--- src/rtl/traffic_light_n.sv ---
// traffic_light_n
// Round-robin N-way traffic-light controller with sensor-based skipping,
// green extension for a lone waiting approach, manual (forced) green and a
// two-digit BCD countdown display.
//
// Ports
//   CLK        clock
//   R          synchronous active-high reset
//   tick       one-second strobe, counted once per cycle it is high
//   traffic    per-approach vehicle-present sensors
//   force_req  per-approach manual green request (one-hot = valid)
//   green      per-approach green lamp
//   yellow     per-approach yellow lamp
//   red        per-approach red lamp
//   way        index of the approach being served
//   bcd_tens   countdown tens digit (0 while blanked)
//   bcd_ones   countdown ones digit (0 while blanked)
//   blank      display off
//
// The manual-request port is named force_req because "force" is a reserved
// word in SystemVerilog.
//
// state    | meaning
// ---------+--------------------------------------------------------------
// S_ALLRED | clearance, every approach red, display blank
// S_GREEN  | approach `way` green, counting down GREEN_T (or EXT_T)
// S_YELLOW | approach `way` yellow, counting down YELLOW_T
// S_MANUAL | forced green on the requested approach, ticks ignored

module traffic_light_n #(
   parameter int N_WAYS     = 4,
   parameter int GREEN_T    = 10,
   parameter int YELLOW_T   = 3,
   parameter int ALLRED_T   = 1,
   parameter int EXT_T      = 5,
   parameter int MAX_EXT    = 2,
   parameter int SKIP_EMPTY = 1
) (
   input  logic              CLK,
   input  logic              R,
   input  logic              tick,
   input  logic [N_WAYS-1:0] traffic,
   input  logic [N_WAYS-1:0] force_req,
   output logic [N_WAYS-1:0] green,
   output logic [N_WAYS-1:0] yellow,
   output logic [N_WAYS-1:0] red,
   output logic [2:0]        way,
   output logic [3:0]        bcd_tens,
   output logic [3:0]        bcd_ones,
   output logic              blank
);

   localparam logic [1:0] S_ALLRED = 2'd0;
   localparam logic [1:0] S_GREEN  = 2'd1;
   localparam logic [1:0] S_YELLOW = 2'd2;
   localparam logic [1:0] S_MANUAL = 2'd3;

   function automatic logic [7:0] to_bcd(input int v);
      return {4'(v / 10), 4'(v % 10)};
   endfunction

   localparam logic [7:0] GREEN_BCD  = to_bcd(GREEN_T);
   localparam logic [7:0] YELLOW_BCD = to_bcd(YELLOW_T);
   localparam logic [7:0] ALLRED_BCD = to_bcd(ALLRED_T);
   localparam logic [7:0] EXT_BCD    = to_bcd(EXT_T);
   localparam logic [3:0] MAX_EXT_C  = 4'(MAX_EXT);
   localparam logic [2:0] LAST_WAY   = 3'(N_WAYS - 1);

   function automatic logic [2:0] inc_way(input logic [2:0] w);
      return (w == LAST_WAY) ? 3'd0 : w + 3'd1;
   endfunction

   // Only called with v > 1, so the tens digit never underflows.
   function automatic logic [7:0] bcd_dec(input logic [7:0] v);
      if (v[3:0] == 4'd0) return {v[7:4] - 4'd1, 4'd9};
      return {v[7:4], v[3:0] - 4'd1};
   endfunction

   logic [1:0]        st_q, st_d;
   logic [7:0]        rem_q, rem_d;
   logic [2:0]        way_q, way_d;
   logic [2:0]        nxt_q, nxt_d;
   logic [3:0]        ext_q, ext_d;
   logic [N_WAYS-1:0] green_q, green_d;
   logic [N_WAYS-1:0] yellow_q, yellow_d;
   logic [N_WAYS-1:0] red_q, red_d;
   logic [3:0]        tens_q, tens_d;
   logic [3:0]        ones_q, ones_d;
   logic              blank_q, blank_d;

   logic              force_valid;
   logic [2:0]        force_idx;
   logic [N_WAYS-1:0] way_oh;
   logic [N_WAYS-1:0] way_d_oh;
   logic              lone_traffic;
   logic [2:0]        pick;
   logic              found;
   logic [3:0]        cand;

   always_comb begin
      force_idx = 3'd0;
      for (int i = 0; i < N_WAYS; i++) begin
         if (force_req[i]) force_idx = 3'(i);
      end
      force_valid = $onehot(force_req);
   end

   always_comb begin
      way_oh = '0;
      for (int i = 0; i < N_WAYS; i++) begin
         way_oh[i] = (way_q == 3'(i));
      end
      // extension only when the served approach is the sole one waiting
      lone_traffic = ((traffic & way_oh) != '0) && ((traffic & ~way_oh) == '0);
   end

   // First approach with traffic at or after nxt_q, wrapping round.
   always_comb begin
      pick  = nxt_q;
      found = 1'b0;
      cand  = 4'd0;
      if (SKIP_EMPTY != 0) begin
         for (int off = 0; off < N_WAYS; off++) begin
            cand = {1'b0, nxt_q} + 4'(off);
            if (cand >= 4'(N_WAYS)) cand = cand - 4'(N_WAYS);
            for (int j = 0; j < N_WAYS; j++) begin
               if (!found && (cand == 4'(j)) && traffic[j]) begin
                  found = 1'b1;
                  pick  = 3'(j);
               end
            end
         end
      end
   end

   always_comb begin
      st_d  = st_q;
      rem_d = rem_q;
      way_d = way_q;
      nxt_d = nxt_q;
      ext_d = ext_q;
      if (force_valid) begin
         st_d  = S_MANUAL;
         way_d = force_idx;
      end else if (st_q == S_MANUAL) begin
         st_d  = S_ALLRED;
         rem_d = ALLRED_BCD;
         nxt_d = inc_way(way_q);
      end else if (tick) begin
         if (rem_q != 8'h01) begin
            rem_d = bcd_dec(rem_q);
         end else begin
            case (st_q)
               S_ALLRED: begin
                  st_d  = S_GREEN;
                  way_d = pick;
                  rem_d = GREEN_BCD;
                  ext_d = 4'd0;
               end
               S_GREEN: begin
                  if (lone_traffic && (ext_q < MAX_EXT_C)) begin
                     rem_d = EXT_BCD;
                     ext_d = ext_q + 4'd1;
                  end else begin
                     st_d  = S_YELLOW;
                     rem_d = YELLOW_BCD;
                  end
               end
               S_YELLOW: begin
                  st_d  = S_ALLRED;
                  rem_d = ALLRED_BCD;
                  nxt_d = inc_way(way_q);
               end
               default: ;
            endcase
         end
      end
   end

   // Lamp and display values are derived from the next state so that the
   // registered outputs line up with the registered state.
   always_comb begin
      way_d_oh = '0;
      for (int i = 0; i < N_WAYS; i++) begin
         way_d_oh[i] = (way_d == 3'(i));
      end
      green_d  = ((st_d == S_GREEN) || (st_d == S_MANUAL)) ? way_d_oh : '0;
      yellow_d = (st_d == S_YELLOW) ? way_d_oh : '0;
      red_d    = ~(green_d | yellow_d);
      blank_d  = (st_d == S_ALLRED) || (st_d == S_MANUAL);
      tens_d   = blank_d ? 4'd0 : rem_d[7:4];
      ones_d   = blank_d ? 4'd0 : rem_d[3:0];
   end

   always_ff @(posedge CLK) begin
      if (R) begin
         st_q     <= S_ALLRED;
         rem_q    <= ALLRED_BCD;
         way_q    <= 3'd0;
         nxt_q    <= 3'd0;
         ext_q    <= 4'd0;
         green_q  <= '0;
         yellow_q <= '0;
         red_q    <= '1;
         tens_q   <= 4'd0;
         ones_q   <= 4'd0;
         blank_q  <= 1'b1;
      end else begin
         st_q     <= st_d;
         rem_q    <= rem_d;
         way_q    <= way_d;
         nxt_q    <= nxt_d;
         ext_q    <= ext_d;
         green_q  <= green_d;
         yellow_q <= yellow_d;
         red_q    <= red_d;
         tens_q   <= tens_d;
         ones_q   <= ones_d;
         blank_q  <= blank_d;
      end
   end

   assign green    = green_q;
   assign yellow   = yellow_q;
   assign red      = red_q;
   assign way      = way_q;
   assign bcd_tens = tens_q;
   assign bcd_ones = ones_q;
   assign blank    = blank_q;

endmodule

--- config.mk ---
export PLATFORM = sky130hd
export DESIGN_NAME = traffic_light_n
export DESIGN_NICKNAME = d
export VERILOG_FILES = /design/src/rtl/traffic_light_n.sv
export SDC_FILE = /design/constraint.sdc
export NUM_CORES = 1
export LEC_CHECK = 0
export CAP_MARGIN = 5
export CORE_UTILIZATION = 57
export CTS_BUF_LIST = sky130_fd_sc_hd__clkbuf_4
export DETAILED_ROUTE_END_ITERATION = 6
export PLACE_DENSITY = 0.83
export SYNTH_ARGS = -nofsm -noshare
export SYNTH_HDL_FRONTEND = slang
export SYNTH_SLANG_ARGS = --single-unit
--- constraint.sdc ---
create_clock -name CLK -period 3.9 [get_ports CLK]
set_input_delay 0.585 -clock CLK [delete_from_list [all_inputs] [get_ports CLK]]
set_output_delay 0.585 -clock CLK [all_outputs]
set_load 0.05 [all_outputs]
==> results_dict.tcl, run 1 <==
set metrics [dict create \
    fin_crit_sh_pct 89.51 \
    cts_resized 0 \
    p_switching_w 0.0009943 \
    whs_ns 0.4804 \
    rows 23 \
    cap_viol_max_count 0 \
    vdd_drop_max_mv 0.4597 \
    ys.flop_type "dfxtp_1" \
    coreArea_sq_um 4086 \
    path_max_fanout 6 \
    initial_core_util_pct 60.56 \
    syn_nets 321 \
    diodes 0 \
    drt_wl_total_um 5319 \
    dieArea_sq_um 4609 \
    grt_pass1_wl_um 8707 \
    worst_path_max_delay_cell "clkdlybuf4s50_1" \
    clk_latency_ns 0.35 \
    slew_headroom_pct 54.94 \
    avgSynthCellArea_sq_um 8.593 \
    internal_power_w 0.001137 \
    layout-drive-gt1-share_pct 8.464 \
    outcome "finished, final reports clean" \
    post-dp-hpwl_um 3989 \
    post_drt_wl_per_cell_um 14.41 \
    endpoint_kind "flop" \
    tns_ns 0 \
    clkTransAtPathRegs_ns 0.12 \
    cp.arrival_ns 3.78 \
    critPathBufInv 4 \
    power_frac_comb_pct 55.9 \
    antenna_found_initial 0 \
    ios 35 \
    ctsHoldBuffers 0 \
    crit_type "in -> reg" \
    place_inst 361 \
    place.gp.congestion 0.8324 \
    required_ns 4.19 \
    swShare_pct 46.65 \
    ys_ff_latch 41 \
    max_freq_mhz 286.5 \
    seq_power_share_pct 28.1 \
    h-tree-depth 2 \
    worst_pin_slew_ns 0.6739 \
    crit_top_cell "ha_1" \
    clkPwrFrac_pct 15.9 \
    grt_usage_pct 25.46 \
    hold_viol 0 \
    cts_buffers 5 \
    drc_errors 0 \
    synth_cell_types 65 \
    rsz0062_at_grt "no" \
    synth_area_leaders "dfxtp_1 (33%), ha_1 (11%), nor2_1 (5.3%)" \
    grt_max_degree 21 \
    setup_violations 0 \
    overflow 0 \
    synth_async_sr_flop_share_pct 0 \
    drv_slew 0 \
    areaGrowthSynthToFinish_pct 17.59 \
    critPathLaunchType "input pin" \
    max_stage_delay_ns 0.52 \
    holdCritPathClass "reg -> reg" \
    die_h_um 67.89 \
    crit_chain "clkdlybuf4s50_1, inv_1, fa_1, inv_1, ha_1, ha_1, nor3b_1, a31o_2, o21bai_1, inv_2, ha_1, or2_2, a21oi_1" \
    first_iter_violations 124 \
    grt_pass1_vias 1902 \
    io_buffers 34 \
    seq_area_frac_synth_pct 33.16 \
    skew_ns 0.01023 \
    cts.root.buffer_cell "clkbuf_4" \
    nNetsFinal 351 \
    power_density_nw_per_um2 732.5 \
    syn-instance-count 288 \
    firstDrtPassIters 5 \
    drtAntennaViolNets 0 \
    synthesis.area_sq_um 2475 \
    clkSinkCount 41 \
    cp_top_family "adder cells" \
    synth-edff-count 0 \
    postCtsSetupBuffers 0 \
    drt-vias-per-instance 5.892 \
    p_leak_nw 1.077 \
    dr_total_vias 2174 \
    fill_cells 345 \
    synth_area_leader_cell "dfxtp_1" \
    cts_tree "yes" \
    synth_top_cell_area_share_pct 33.16 \
    fin_crit_ns 3.491 \
    die_x_um 67.89 \
    clockBufferDepth 2 \
    yosysWarnings 0 \
    layoutNonFillerInstCount 369 \
]
synth_stat cells (3+ instances only):
library cell,count
a211oi_1,4
a21oi_1,12
buf_6,3
clkbuf_1,5
dfxtp_1,41
ha_1,21
inv_1,19
mux2i_1,4
nand2_1,19
nand2b_1,8
nand3_1,9
nor2_1,35
nor2b_1,4
nor3_1,20
nor3b_1,4
o21ai_0,6
o21ai_1,4
o32a_1,3
or3_1,3
xnor2_1,3
per-stage QoR:
| stage | setup WS [ns] | area, sq um | utilization [%] | total power, W |
|---|---|---|---|---|
| floorplan | 0.5066 | 2475 | - | 0.001476 |
| detailed placement | 0.1066 | 2808 | 68.71 | 0.001785 |
| global route | 0.2213 | 2910 | 71.22 | 0.002272 |
| finish | 0.4092 | 2910 | 71.22 | 0.002132 |
| global placement | 0.2096 | 2808 | 68.71 | 0.001759 |
| CTS | 0.4467 | 2910 | 71.22 | 0.002128 |
power by group through the flow:
stage,Sequential [W],Clock [W],Combinational (W)
floorplan,0.000802,0,0.000675
global placement,0.000607,0,0.00115
detailed placement,0.000608,0,0.00118
CTS,0.000599,0.000346,0.00118
global route,0.000611,0.000360,0.00130
finish,0.000600,0.000340,0.00119
cell families after synthesis:
logic type / count (synthesis) / synth area share [%]
adders and majority gates: 22 / 11.43
buffers and inverters: 32 / 6.168
AOI/OAI and AO/OA: 61 / 19.72
and+or+nand+nor: 125 / 26.85
DFF: 41 / 33.16
xor gates and xnor gates: 3 / 1.062
muxes: 4 / 1.618
cell usage in the layout, fill, tap and decap left out, types with 3 or more instances in the layout:
| cell type | synthesis | routed |
|---|---|---|
| a211oi_1 | 4 | 4 |
| a21oi_1 | 12 | 12 |
| clkbuf_4 | 0 | 5 |
| clkdlybuf4s50_1 | 0 | 34 |
| dfxtp_1 | 41 | 41 |
| ha_1 | 21 | 21 |
| inv_1 | 19 | 19 |
| mux2i_1 | 4 | 4 |
| nand2_1 | 19 | 19 |
| nand2b_1 | 8 | 8 |
| nand3_1 | 9 | 9 |
| nor2_1 | 35 | 35 |
| nor2b_1 | 4 | 4 |
| nor3_1 | 20 | 20 |
| nor3b_1 | 4 | 4 |
| o21ai_0 | 6 | 6 |
| o21ai_1 | 4 | 4 |
| o32a_1 | 3 | 3 |
| or3_1 | 3 | 3 |
| xnor2_1 | 3 | 3 |
area by class of cell:
type	instances	area [sq um]	share of cell area (%)
Multi-Input combinational cell	215	1501	51.59
Sequential cell	41	820.8	28.20
Timing Repair Buffer	35	347.8	11.95
Inverter	20	75.07	2.580
Clock inverter	3	65.06	2.236
Tap cell	50	62.56	2.150
Clock buffer	5	37.54	1.290
registers in the layout, summed over array words and instances, names as in the netlist:
signal and count:
rem_q 8, bcd_ones 4, bcd_tens 4, ext_q 4
green 4, red 4, yellow 4, nxt_q 3
way 3, st_q 2, blank 1
routing by layer:
layer	vias to the layer above	track usage, %	share of wire, %
met5	-	0	0
met4	0	8.854	1.5
met3	8	5.167	5.6
met2	67	37.75	44
met1	1026	36.42	49
li1	1073	-	-
worst paths after layout:
check,slack (ns),depth (start not counted),startpoint,end
worst max-delay path,0.41,13,force_req[3],bcd_ones[0]
worst min register to register,0.48,1,ext_q[3],ext_q[3]
worst min-delay path,0.48,1,ext_q[3],ext_q[3]
worst max register to register,0.92,9,nxt_q[0],red[0]
Power figures use the tool's default switching activity.
==> inputs of run 2 (changes only) <==
Settings changed: CTS_CLUSTER_DIAMETER set to 100.
==> results of run 2 <==
The final DEF is identical to that of run 1; final timing and power are the same.
==> inputs of run 3 (changes only) <==
Settings changed: CTS_CLUSTER_DIAMETER 100 to 40, CTS_CLUSTER_SIZE set to 10.
==> results of run 3 <==
The final DEF is identical to that of run 1; final timing and power are the same.
